### config.mk
export PLATFORM = sky130hd
export DESIGN_NAME = sccb_master_flat
export DESIGN_NICKNAME = d
export VERILOG_FILES = /design/src/rtl/sccb_pkg.sv /design/src/rtl/sccb_if.sv /design/src/rtl/sccb_tick_gen.sv /design/src/rtl/sccb_master.sv /design/src/flat_wrapper.sv
export SDC_FILE = /design/constraint.sdc
export NUM_CORES = 1
export LEC_CHECK = 0
export ABC_AREA = 1
export BUFFER_PORTS_ARGS = -buffer_cell sky130_fd_sc_hd__buf_2
export CORE_MARGIN = 5
export CORE_UTILIZATION = 50
export DETAILED_ROUTE_END_ITERATION = 7
export PLACE_DENSITY = 0.71
export SYNTH_ARGS = -nofsm -noshare
export SYNTH_HDL_FRONTEND = slang
export SYNTH_HIERARCHICAL = 1
export SYNTH_SLANG_ARGS = --single-unit
### constraint.sdc
create_clock -name clk -period 2.45 [get_ports clk]
set_input_delay 0.245 -clock clk [delete_from_list [all_inputs] [get_ports clk]]
set_output_delay 0.245 -clock clk [all_outputs]
set_load 0.05 [all_outputs]
### src/rtl/sccb_pkg.sv
// Shared encodings for the SCCB master: FSM states, quarter indices, phases.
package sccb_pkg;

  typedef enum logic [1:0] {
    ST_IDLE,
    ST_START,
    ST_SHIFT,
    ST_STOP
  } state_t;

  // Quarter positions inside one symbol (start, bit or stop)
  localparam logic [1:0] Q0 = 2'd0;
  localparam logic [1:0] Q1 = 2'd1;
  localparam logic [1:0] Q2 = 2'd2;
  localparam logic [1:0] Q3 = 2'd3;

  // PH_ADDR is shared by write and read; a read leaves it through a STOP/START pair
  typedef enum logic [2:0] {
    PH_ID,
    PH_ADDR,
    PH_DATA,
    PH_RID,
    PH_RDATA
  } phase_t;

  // 8 data bits plus the don't-care / NA slot
  localparam int SYM_CNT = 9;

endpackage

### src/rtl/sccb_if.sv
// Command/response handshake and SIO pin bundle between sequencer, master and pads.
interface sccb_if #(
  parameter int ID_W   = 7,
  parameter int DATA_W = 8
) ();
  logic              cmd_valid;
  logic              cmd_ready;
  logic              cmd_rw;
  logic [ID_W-1:0]   cmd_id;
  logic [DATA_W-1:0] cmd_addr;
  logic [DATA_W-1:0] cmd_wdata;
  logic              rsp_valid;
  logic [DATA_W-1:0] rsp_rdata;
  logic              busy;
  logic              sio_c;
  logic              sio_d_out;
  logic              sio_d_oe;
  logic              sio_d_in;

  modport master (
    input  cmd_valid, cmd_rw, cmd_id, cmd_addr, cmd_wdata, sio_d_in,
    output cmd_ready, rsp_valid, rsp_rdata, busy, sio_c, sio_d_out, sio_d_oe
  );

  modport slave (
    output cmd_valid, cmd_rw, cmd_id, cmd_addr, cmd_wdata, sio_d_in,
    input  cmd_ready, rsp_valid, rsp_rdata, busy, sio_c, sio_d_out, sio_d_oe
  );
endinterface

### src/rtl/sccb_tick_gen.sv
// Quarter-period tick: counts 0..CLK_DIV-1 while enabled, pulses on the last count.
module sccb_tick_gen #(
  parameter int CLK_DIV = 250
) (
  input  logic clk,
  input  logic reset,
  input  logic clear,
  input  logic en,
  output logic tick
);
  localparam int            CW   = (CLK_DIV > 1) ? $clog2(CLK_DIV) : 1;
  localparam logic [CW-1:0] LAST = CW'(CLK_DIV - 1);

  if (CLK_DIV < 1) begin : g_bad_div
    $error("sccb_tick_gen: CLK_DIV must be at least 1");
  end

  logic [CW-1:0] cnt;

  // Free-running divider, restarted on every accepted command
  always_ff @(posedge clk) begin
    if (reset || clear) cnt <= '0;
    else if (en)        cnt <= (cnt == LAST) ? '0 : cnt + CW'(1);
  end

  assign tick = en && (cnt == LAST);
endmodule

### src/rtl/sccb_master.sv
// SCCB master: 3-phase write or 2+2-phase read per accepted command, all in clk domain.
module sccb_master import sccb_pkg::*; #(
  parameter int CLK_DIV = 250,
  parameter int ID_W    = 7,
  parameter int DATA_W  = 8
) (
  input logic   clk,
  input logic   reset,
  sccb_if.master bus
);
  localparam int            BW       = $clog2(SYM_CNT);
  localparam logic [BW-1:0] LAST_BIT = BW'(SYM_CNT - 1);

  if (DATA_W != SYM_CNT - 1 || ID_W + 1 != DATA_W) begin : g_bad_w
    $error("sccb_master: ID byte and data must both be SYM_CNT-1 bits");
  end

  state_t            state, state_nx;
  phase_t            phase, phase_nx;
  logic [1:0]        q, q_nx;
  logic [BW-1:0]     bit_idx, bit_nx;
  logic              tick, accept, done, sample;
  logic              sio_c, sio_d_out, sio_d_oe, cmd_ready;
  logic              rsp_valid;
  logic [DATA_W-1:0] rsp_rdata;

  // Command fields are frozen at accept so the caller may change its inputs freely
  logic              l_rw;
  logic [ID_W-1:0]   l_id;
  logic [DATA_W-1:0] l_addr, l_wdata, rdata_sh;
  logic [DATA_W-1:0] cur_byte, cur_shift;

  assign cmd_ready = (state == ST_IDLE) && !rsp_valid && !reset;
  assign accept    = bus.cmd_valid && cmd_ready;

  sccb_tick_gen #(.CLK_DIV(CLK_DIV)) u_tick (
    .clk   (clk),
    .reset (reset),
    .clear (accept),
    .en    (state != ST_IDLE),
    .tick  (tick)
  );

  // Byte driven in the current phase; the bit on the wire is the MSB after shifting
  always_comb begin
    cur_byte = '0;
    case (phase)
      PH_ID:   cur_byte = DATA_W'({l_id, 1'b0});
      PH_RID:  cur_byte = DATA_W'({l_id, 1'b1});
      PH_ADDR: cur_byte = l_addr;
      PH_DATA: cur_byte = l_wdata;
      default: cur_byte = '0;
    endcase
  end
  assign cur_shift = cur_byte << bit_idx;

  // Read data is captured on the tick that ends the high-clock quarter Q2
  assign sample = tick && (state == ST_SHIFT) && (q == Q2) &&
                  (phase == PH_RDATA) && (bit_idx != LAST_BIT);

  // FSM state register
  always_ff @(posedge clk) begin
    if (reset) begin
      state   <= ST_IDLE;
      phase   <= PH_ID;
      q       <= Q0;
      bit_idx <= '0;
    end else begin
      state   <= state_nx;
      phase   <= phase_nx;
      q       <= q_nx;
      bit_idx <= bit_nx;
    end
  end

  // Next state and pin levels decoded from state/quarter/slot
  always_comb begin
    state_nx  = state;
    phase_nx  = phase;
    q_nx      = q;
    bit_nx    = bit_idx;
    done      = 1'b0;
    sio_c     = 1'b1;
    sio_d_out = 1'b1;
    sio_d_oe  = 1'b1;
    case (state)
      ST_IDLE: begin
        if (accept) begin
          state_nx = ST_START;
          phase_nx = PH_ID;
          q_nx     = Q0;
          bit_nx   = '0;
        end
      end
      ST_START: begin
        sio_d_out = (q == Q0) || (q == Q1);
        if (tick) begin
          q_nx = q + 2'd1;
          if (q == Q3) state_nx = ST_SHIFT;
        end
      end
      ST_SHIFT: begin
        sio_c = q[1];
        if (bit_idx == LAST_BIT) begin
          // NA bit of a read is driven high; other 9th bits are released
          sio_d_oe = (phase == PH_RDATA);
        end else if (phase == PH_RDATA) begin
          sio_d_oe = 1'b0;
        end else begin
          sio_d_out = cur_shift[DATA_W-1];
        end
        if (tick) begin
          q_nx = q + 2'd1;
          if (q == Q3) begin
            if (bit_idx == LAST_BIT) begin
              bit_nx = '0;
              case (phase)
                PH_ID:   phase_nx = PH_ADDR;
                PH_ADDR: if (l_rw) state_nx = ST_STOP; else phase_nx = PH_DATA;
                PH_RID:  phase_nx = PH_RDATA;
                default: state_nx = ST_STOP;
              endcase
            end else begin
              bit_nx = bit_idx + BW'(1);
            end
          end
        end
      end
      ST_STOP: begin
        sio_c     = (q != Q0);
        sio_d_out = q[1];
        if (tick) begin
          q_nx = q + 2'd1;
          if (q == Q3) begin
            // A stop after the address of a read is the mid-transaction restart
            if (phase == PH_ADDR) begin
              state_nx = ST_START;
              phase_nx = PH_RID;
            end else begin
              state_nx = ST_IDLE;
              done     = 1'b1;
            end
          end
        end
      end
      default: state_nx = ST_IDLE;
    endcase
  end

  // Command latch, read shifter and response register
  always_ff @(posedge clk) begin
    if (reset) begin
      l_rw      <= 1'b0;
      l_id      <= '0;
      l_addr    <= '0;
      l_wdata   <= '0;
      rdata_sh  <= '0;
      rsp_valid <= 1'b0;
      rsp_rdata <= '0;
    end else begin
      rsp_valid <= done;
      if (accept) begin
        l_rw     <= bus.cmd_rw;
        l_id     <= bus.cmd_id;
        l_addr   <= bus.cmd_addr;
        l_wdata  <= bus.cmd_wdata;
        rdata_sh <= '0;
      end
      if (sample) rdata_sh  <= {rdata_sh[DATA_W-2:0], bus.sio_d_in};
      if (done)   rsp_rdata <= l_rw ? rdata_sh : '0;
    end
  end

  assign bus.cmd_ready = cmd_ready;
  assign bus.rsp_valid = rsp_valid;
  assign bus.rsp_rdata = rsp_rdata;
  assign bus.busy      = (state != ST_IDLE) || rsp_valid;
  assign bus.sio_c     = sio_c;
  assign bus.sio_d_out = sio_d_out;
  assign bus.sio_d_oe  = sio_d_oe;
endmodule

### src/flat_wrapper.sv
// flat-port wrapper written by rule: the top's interface ports become plain ports
module sccb_master_flat import sccb_pkg::*;
#(
  parameter int CLK_DIV = 250,
  parameter int ID_W    = 7,
  parameter int DATA_W  = 8
)
  (clk, reset, bus_cmd_valid, bus_cmd_rw, bus_cmd_id, bus_cmd_addr, bus_cmd_wdata, bus_sio_d_in, bus_cmd_ready, bus_rsp_valid, bus_rsp_rdata, bus_busy, bus_sio_c, bus_sio_d_out, bus_sio_d_oe);
  sccb_if #(.ID_W(ID_W), .DATA_W(DATA_W)) bus_i ();
  input logic clk;
  input logic reset;
  input wire logic [$bits(bus_i.cmd_valid)-1:0] bus_cmd_valid;
  input wire logic [$bits(bus_i.cmd_rw)-1:0] bus_cmd_rw;
  input wire logic [$bits(bus_i.cmd_id)-1:0] bus_cmd_id;
  input wire logic [$bits(bus_i.cmd_addr)-1:0] bus_cmd_addr;
  input wire logic [$bits(bus_i.cmd_wdata)-1:0] bus_cmd_wdata;
  input wire logic [$bits(bus_i.sio_d_in)-1:0] bus_sio_d_in;
  output wire logic [$bits(bus_i.cmd_ready)-1:0] bus_cmd_ready;
  output wire logic [$bits(bus_i.rsp_valid)-1:0] bus_rsp_valid;
  output wire logic [$bits(bus_i.rsp_rdata)-1:0] bus_rsp_rdata;
  output wire logic [$bits(bus_i.busy)-1:0] bus_busy;
  output wire logic [$bits(bus_i.sio_c)-1:0] bus_sio_c;
  output wire logic [$bits(bus_i.sio_d_out)-1:0] bus_sio_d_out;
  output wire logic [$bits(bus_i.sio_d_oe)-1:0] bus_sio_d_oe;
  assign bus_i.cmd_valid = bus_cmd_valid;
  assign bus_i.cmd_rw = bus_cmd_rw;
  assign bus_i.cmd_id = bus_cmd_id;
  assign bus_i.cmd_addr = bus_cmd_addr;
  assign bus_i.cmd_wdata = bus_cmd_wdata;
  assign bus_i.sio_d_in = bus_sio_d_in;
  assign bus_cmd_ready = bus_i.cmd_ready;
  assign bus_rsp_valid = bus_i.rsp_valid;
  assign bus_rsp_rdata = bus_i.rsp_rdata;
  assign bus_busy = bus_i.busy;
  assign bus_sio_c = bus_i.sio_c;
  assign bus_sio_d_out = bus_i.sio_d_out;
  assign bus_sio_d_oe = bus_i.sio_d_oe;
  sccb_master #(.CLK_DIV(CLK_DIV), .ID_W(ID_W), .DATA_W(DATA_W)) u_core (.clk(clk), .reset(reset), .bus(bus_i));
endmodule
==> results.md, run 1 <==
* CORE AREA at 5921 um^2
* Measured slew at the worst slew-check pin at between 0.3 and 0.4 ns
* Top-count cell post-synth: nand2_1
* Ys async rst share at 0%
* All-Layer GR Usage at 19.42%
* Arr. time, crit path at 1.98 ns
* # diodes at 0
* Vias in the first global route at 2595
* Area grow syn2layout at 16.91%
* GRT met2 Usage at 29.79%
* GP Congestion at between 0.8 and 0.9
* Hold buffer count at cts at 0
* Crit Path Max Fanout at 11
* CTS clk-pin slew, worst paths at 0.07 ns
* I/O Buffers at 41
* Final Cell Area at 3546 um^2
* IO Pins at 42
* Syn Inst Count at 428
* Die width at just under 90 um
* EDFF count, synth at 0
* Class of the worst hold path: input port to flop
* Fin cells at 550
* WL per Instance at 12.71 um
* Clk Latency, worst-skew pair at 0.35 ns
* # nets final at 511
* Crit Path Class: flop to output port
* Max-cap violations at 0
* CP Cell Sequence: inv_4 -> nand2_1 -> nor2_4 -> nand2_1 -> nand2_1 -> nor2_1 -> nor2_1 -> nor2_1 -> nand2_1 -> nand3_1 -> nand2_1 -> clkbuf_4
* CP delay by family, top: simple AND/OR/NAND/NOR gates
* DRC violations left at 0
* Yosys cell types at 35
* Drt total wl at 6988 um
* Grt met1 use at about a quarter
* Syn Area/Cell at 7.086 um^2
* Post-layout worst setup margin at 0.2255 ns
* Final Skew at about 0.011 ns
* Mapped Area at 3033 um^2
* CTS buffer count at 9
* Clock Path Buffers at 2
* Outcome: completed
* Most numerous cell on the critical path: nand2_1
* Clock sink count at 60
* Initial core utilization at 51.23%
* DRT iter0 DRCs at between 100 and 150
* CTS H-tree lvls at 3
* Syn nets at 468
* Initial antenna violation count at 0
* Tot Pwr at 3.080 mW
* Power Dens Cells at 868.7 nW/um^2
* Grt ovf at 0
* Num rows at 28
* Largest net degree at the start of global routing at 37
* Static Leak at approximately 1.6 nW
* Die H at between 80 and 90 um
* TritonCTS clock tree: done
* Final Hold Fails at 0
* Placed cell area at 3299 um^2
* Tcrit/Tclk final at 90.80%
* Min Tclk post-route at 2.225 ns
* Nature of the critical path startpoint: flop
* Slew headroom at roughly 75%
* Post-DP HPWL at 4921 um
* Most Crowded Layer GR: met2
* Required time of the worst setup path at roughly 2.2 ns
* Largest cells by area after synthesis: dfxtp_1 40%, nand2_1 13%, nand3_1 8.1%
* Post-route ant nets at 0
* Worst path buffer plus inverter count at 2
* Global-route wire length before repair at roughly 12000 um
* Peak supply drop at 0.6989 mV
* RSZ-0062 raised after global routing: no
* Register area share after synthesis at 39.60%
* Critical path capture point type: output port
* Max Slew Vio Count at 0
* Synth Flop Type: dfxtp_1
* Routed vias/inst at 5.153
* Grt met3 use at 5.174%
* Slowest-stage cell, CP: dfxtp_2
* Crit path largest cell delay at roughly 0.37 ns
* Total iterations of the first detailed-routing run at 5
* Routed via count at between 2000 and 3000
* Yosys warnings at 6
* Placed cell count at 535
* FF+latch count, synth at 60
* Share of cells above drive strength 1 at a little under a fifth
* Die area at 7724 um^2
* Cell taking the most area after synthesis: dfxtp_1
* Place WS at 0.1821 ns
* Post-synth top cells: 107 x nand2_1, 60 x dfxtp_1, 49 x nand3_1
* Clock Tree Root: clkbuf_8
* Fmax at approximately 450 MHz
* Final setup fails at 0
* Share of the synthesized area in the top cell type at 39.60%
* Setup TNS at 0 ns
[metrics by stage]
step,hold WS [ns],util (%)
after detailed placement,0.4420,55.73
after floorplan,0.3555,-
final,0.08704,59.89
after CTS,0.07715,59.51
after global placement,0.4381,55.73
after global routing,0.09124,59.89
[final timing paths]
| check | start | endpoint | slack [ns] | depth (start not counted) |
|---|---|---|---|---|
| min | bus_cmd_addr[2] | u_core/l_addr[2] | 0.09 | 3 |
| max reg2reg | u_core/state[0] | u_core/phase[1] | 0.23 | 13 |
| max | u_core/phase[2] | bus_sio_d_out | 0.23 | 12 |
| min reg2reg | u_core/l_wdata[0] | u_core/l_wdata[0] | 0.46 | 2 |
[cells by family (layout without fill, tap and decap cells)]
| group | after synthesis | in the layout | share of synthesized area, % |
|---|---|---|---|
| buffers and inverters | 66 | 113 | 8.622 |
| XOR/XNOR | 5 | 5 | 1.444 |
| flip-flops | 60 | 60 | 39.60 |
| adder cells (fa/ha/maj) | 12 | 12 | 4.950 |
| AO/OA/AOI/OAI | 56 | 56 | 11.59 |
| AND/OR/NAND/NOR | 229 | 229 | 33.79 |
[metal layers]
| metal | vias to the layer above | share of wire [%] |
|---|---|---|
| met1 | 1279 | 47 |
| met4 | 0 | 1.0 |
| met3 | 7 | 5.9 |
| met2 | 71 | 46 |
| li1 | 1477 | - |
| met5 | - | 0 |
[registers in the layout, indices dropped and copies added, names as in the netlist]
signal                cells
u_core/bit_idx            4
u_core/phase              3
u_core/rdata_sh           8
u_core/l_rw               1
u_core/u_tick/cnt         8
u_core/l_addr             8
u_core/l_id               7
u_core/bus.rsp_valid      1
u_core/q                  2
u_core/l_wdata            8
u_core/bus.rsp_rdata      8
u_core/state              2
[worst reg2reg max path, stage by stage, from the launching register on]
cell and delay [ns]:
dfxtp_1 0.41, inv_1 0.09, ha_1 0.26, inv_2 0.07
nand2_1 0.05, nor2_1 0.15, inv_1 0.07, nor2_2 0.19
nor2_1 0.09, nor2_1 0.16, o211ai_1 0.15, nor2_2 0.22
o21ai_1 0.10, a21oi_1 0.14
[cell usage in the layout (no fill, tap or decap), types with 5 or more instances in the layout]
| master | synthesis | routed |
|---|---|---|
| a21oi_1 | 14 | 14 |
| buf_2 | 5 | 40 |
| clkbuf_8 | 0 | 11 |
| dfxtp_1 | 60 | 58 |
| ha_1 | 12 | 12 |
| inv_1 | 44 | 44 |
| inv_2 | 8 | 7 |
| nand2_1 | 107 | 107 |
| nand2_2 | 6 | 6 |
| nand3_1 | 49 | 49 |
| nand4_1 | 7 | 7 |
| nor2_1 | 47 | 46 |
| nor2_4 | 4 | 5 |
| o21ai_0 | 9 | 9 |
| o21ai_1 | 7 | 7 |
| o22ai_1 | 8 | 8 |
| o31ai_1 | 8 | 8 |
[cell type report]
| cell class | instances | area [um^2] |
|---|---|---|
| clock buffers | 11 | 151.4 |
| clock inverters | 4 | 72.57 |
| fillers | 582 | 2375 |
| inverters | 53 | 201.4 |
| multi-input cells | 302 | 1585 |
| flip-flops and latches | 60 | 1204 |
| well taps | 75 | 93.84 |
| repair buffers | 45 | 237.7 |
[power breakdown]
| part | internal, mW | switching, mW | total (mW) |
|---|---|---|---|
| Clock | 0.621 | 0.404 | 1.03 |
| Combinational | 0.287 | 0.577 | 0.864 |
| Sequential | 1.09 | 0.102 | 1.19 |
[repair_timing]
item,4_1_cts,5_1_grt
setup buffers,0,0
setup endpoints to repair,0,15
resized for setup,0,7
No activity file was read; power rests on OpenSTA's default activity.
==> run 2: changes to the inputs <==
BUFFER_PORTS_ARGS = -buffer_cell sky130_fd_sc_hd__clkbuf_2   (was -buffer_cell sky130_fd_sc_hd__buf_2)
CORE_UTILIZATION = 55   (was 50)
CTS_CLUSTER_DIAMETER = 100   (was default)
PLACE_DENSITY = 0.77   (was 0.71)
==> run 2 against run 1 <==
  * Sequential share of layout area down 0.11 points
  * Hold slack improved by 0.010 ns
  * Combinational power is 1% lower
  * Highest routed layer unchanged
==> results.md, run 2 (synthesis results as in run 1) <==
* Max Slew Vio Count at 0 (unchanged)
* Post-DP HPWL at 4904 um (-0.33%)
* CTS H-tree lvls at 3 (unchanged)
* IO Pins at 42 (unchanged)
* Net Switching at 1.052 mW (-2.9%)
* Power Internal at 2.045 mW (+2.4%)
* Crit Path Max Fanout at 11 (unchanged)
* Measured slew at the worst slew-check pin at 0.5298 ns (+0.1544 ns)
* All-Layer GR Usage at 20.82% (+1.4 points)
* Crit Path Class: flop to output port
* Peak supply drop at 0.4902 mV (-30%)
* Fmax at 430.4 MHz (-4.3%)
* Critical path capture point type: output port
* Static Leak at 1.592 nW (+0.43%)
* Most numerous cell on the critical path: nand2_1
* Largest net degree at the start of global routing at 27 (-27%)
* Power Dens Cells at 872.5 nW/um^2 (+0.44%)
* Combinational share of power at 27.6% (-0.4 points)
* Most common cell after layout, fill and taps aside: nand2_1
* Tcrit/Tclk final at 94.83% (+4.0 points)
* CTS buffer count at 9 (unchanged)
* Routed vias/inst at 5.140 (-0.24%)
* Fill count at 487 (-16%)
* GP Congestion at 0.8352 (-1.5%)
* Clk Latency, worst-skew pair at 0.34 ns (about the same)
* Commonest non-fill, non-tap cells in the layout: 107 x nand2_1, 60 x dfxtp_1, 49 x nand3_1
* TritonCTS clock tree: done
* Nature of the critical path startpoint: flop
* Placed cell count at 533 (-0.37%)
* Fin cells at 549 (-0.18%)
* Initial core utilization at 55.76% (+4.5 points)
* Initial antenna violation count at 0 (unchanged)
* Clk pwr share at 33.9% (+0.6 points)
* Outcome: completed
* Hold_ws at 0.09738 ns (+0.01034 ns)
* Slew headroom at 64.63% (-10 points)
* Reg power frac at 38.5% (-0.2 points)
* CP Cell Sequence: inv_2 -> nand2_1 -> nor2_4 -> nand2_1 -> nand2_1 -> nor2_1 -> nor2_1 -> nor2_1 -> nand2_1 -> nand3_1 -> nand2_1 -> buf_2
* Post-route ant nets at 0 (unchanged)
* Global-route wire length before repair at 12170 um (+3.0%)
* CTS clk-pin slew, worst paths at 0.07 ns (about the same)
* Register area at 1201 um^2 (-0.21%)
* Share of cells above drive strength 1 at 18.66% (-0.50 points)
* Grt ovf at 0 (unchanged)
* Vias in the first global route at 2729 (+5.2%)
* Setup TNS at 0 ns (unchanged)
* Crit path largest cell delay at 0.39 ns (+0.02 ns)
* Clock Path Buffers at 2 (unchanged)
* # nets final at 512 (+0.20%)
* Required time of the worst setup path at 2.20 ns (about the same)
* DRC violations left at 0 (unchanged)
* Fin util at 65.26% (+5.4 points)
* Total iterations of the first detailed-routing run at 5 (unchanged)
* Area grow syn2layout at 17.04%
* Num rows at 27 (-3.6%)
* Slowest-stage cell, CP: dfxtp_1
* DRT iter0 DRCs at 149 (+30%)
* Min Tclk post-route at 2.323 ns (+0.09881 ns)
* CORE AREA at 5439 um^2 (-8.1%)
* Post CTS Setup Buffer Count at 0 (unchanged)
* WL per Instance at 12.24 um (-3.6%)
* Die H at 84.26 um (-4.1%)
* Final Cell Area at 3550 um^2 (+0.11%)
* Final setup fails at 0 (unchanged)
* Drt total wl at 6721 um (-3.8%)
* Routed via count at 2822 (-0.42%)
* Arr. time, crit path at 2.08 ns (+0.10 ns)
* Clock Tree Root: clkbuf_8
* Die area at 7100 um^2 (-8.1%)
* RSZ-0062 raised after global routing: yes
* I/O Buffers at 41 (unchanged)
* CP delay by family, top: simple AND/OR/NAND/NOR gates
* Placed cell area at 3303 um^2 (+0.11%)
* Sw Ratio at 33.96% (-1.2 points)
* Worst path buffer plus inverter count at 2 (unchanged)
* Clock sink count at 60 (unchanged)
* Class of the worst hold path: input port to flop
* Final Skew at 0.007539 ns (-0.003212 ns)
* Area of the multi-input gates at 1585 um^2 (unchanged)
* Max-cap violations at 0 (unchanged)
* Final Hold Fails at 0 (unchanged)
* Die width at 84.26 um (-4.1%)
* # diodes at 0 (unchanged)
[run 2: power groups by stage]
| stage | registers, mW | logic (mW) | clock network [mW] |
|---|---|---|---|
| floorplan | 1.18 | 0.673 | 0 |
| global placement | 1.21 | 0.830 | 0 |
| detailed placement | 1.21 | 0.849 | 0 |
| CTS | 1.19 | 0.853 | 1.07 |
| global route | 1.21 | 0.976 | 1.12 |
| finish | 1.19 | 0.854 | 1.05 |
[run 2: routing by layer]
| metal | share of wire [%] | GRT usage, % |
|---|---|---|
| met5 | 0 | 0 |
| met2 | 45 | 33.21 |
| met1 | 49 | 27.03 |
| met3 | 5.4 | 5.888 |
| met4 | 1.3 | 7.164 |
[run 2: stage by stage]
stage	power [mW]	worst slack, ns
6_report	3.097	0.1267
3_5_place_dp	2.061	0.2044
3_3_place_gp	2.038	0.3189
2_1_floorplan	1.856	0.2266
5_1_grt	3.311	-0.1154
4_1_cts	3.111	0.02388
[run 2: path summary, 6_finish.rpt]
kind	start	slack, ns	depth (start not counted)	to
worst min register to register	u_core/l_wdata[0]	0.45	2	u_core/l_wdata[0]
worst max-delay path	u_core/phase[2]	0.13	12	bus_sio_d_out
worst min-delay path	bus_cmd_wdata[1]	0.1	3	u_core/l_wdata[1]
worst max register to register	u_core/state[0]	0.24	14	u_core/phase[2]
[run 2: area by class of cell]
type                       count  share of cell area [%]
clock buffer                  11                   3.701
clock inverter                 5                   2.820
inverter                      53                   5.605
multi-input combinational    302                   44.66
sequential                    60                   33.84
tap                           72                   2.538
timing repair buffer          46                   6.838
[run 2: worst reg2reg max path: cells and delay by family (launching register included)]
family / cells / cell delay (ns)
AO/OA/AOI/OAI: 2 / 0.25
adder cells (fa/ha/maj): 1 / 0.26
buffers and inverters: 3 / 0.23
flip-flops: 1 / 0.42
AND/OR/NAND/NOR: 8 / 0.96
[run 2: repair_timing]
item | in CTS | in global routing
hold buffers | 0 | 0
gates resized for setup | 0 | 4
setup endpoints to repair | 0 | 17
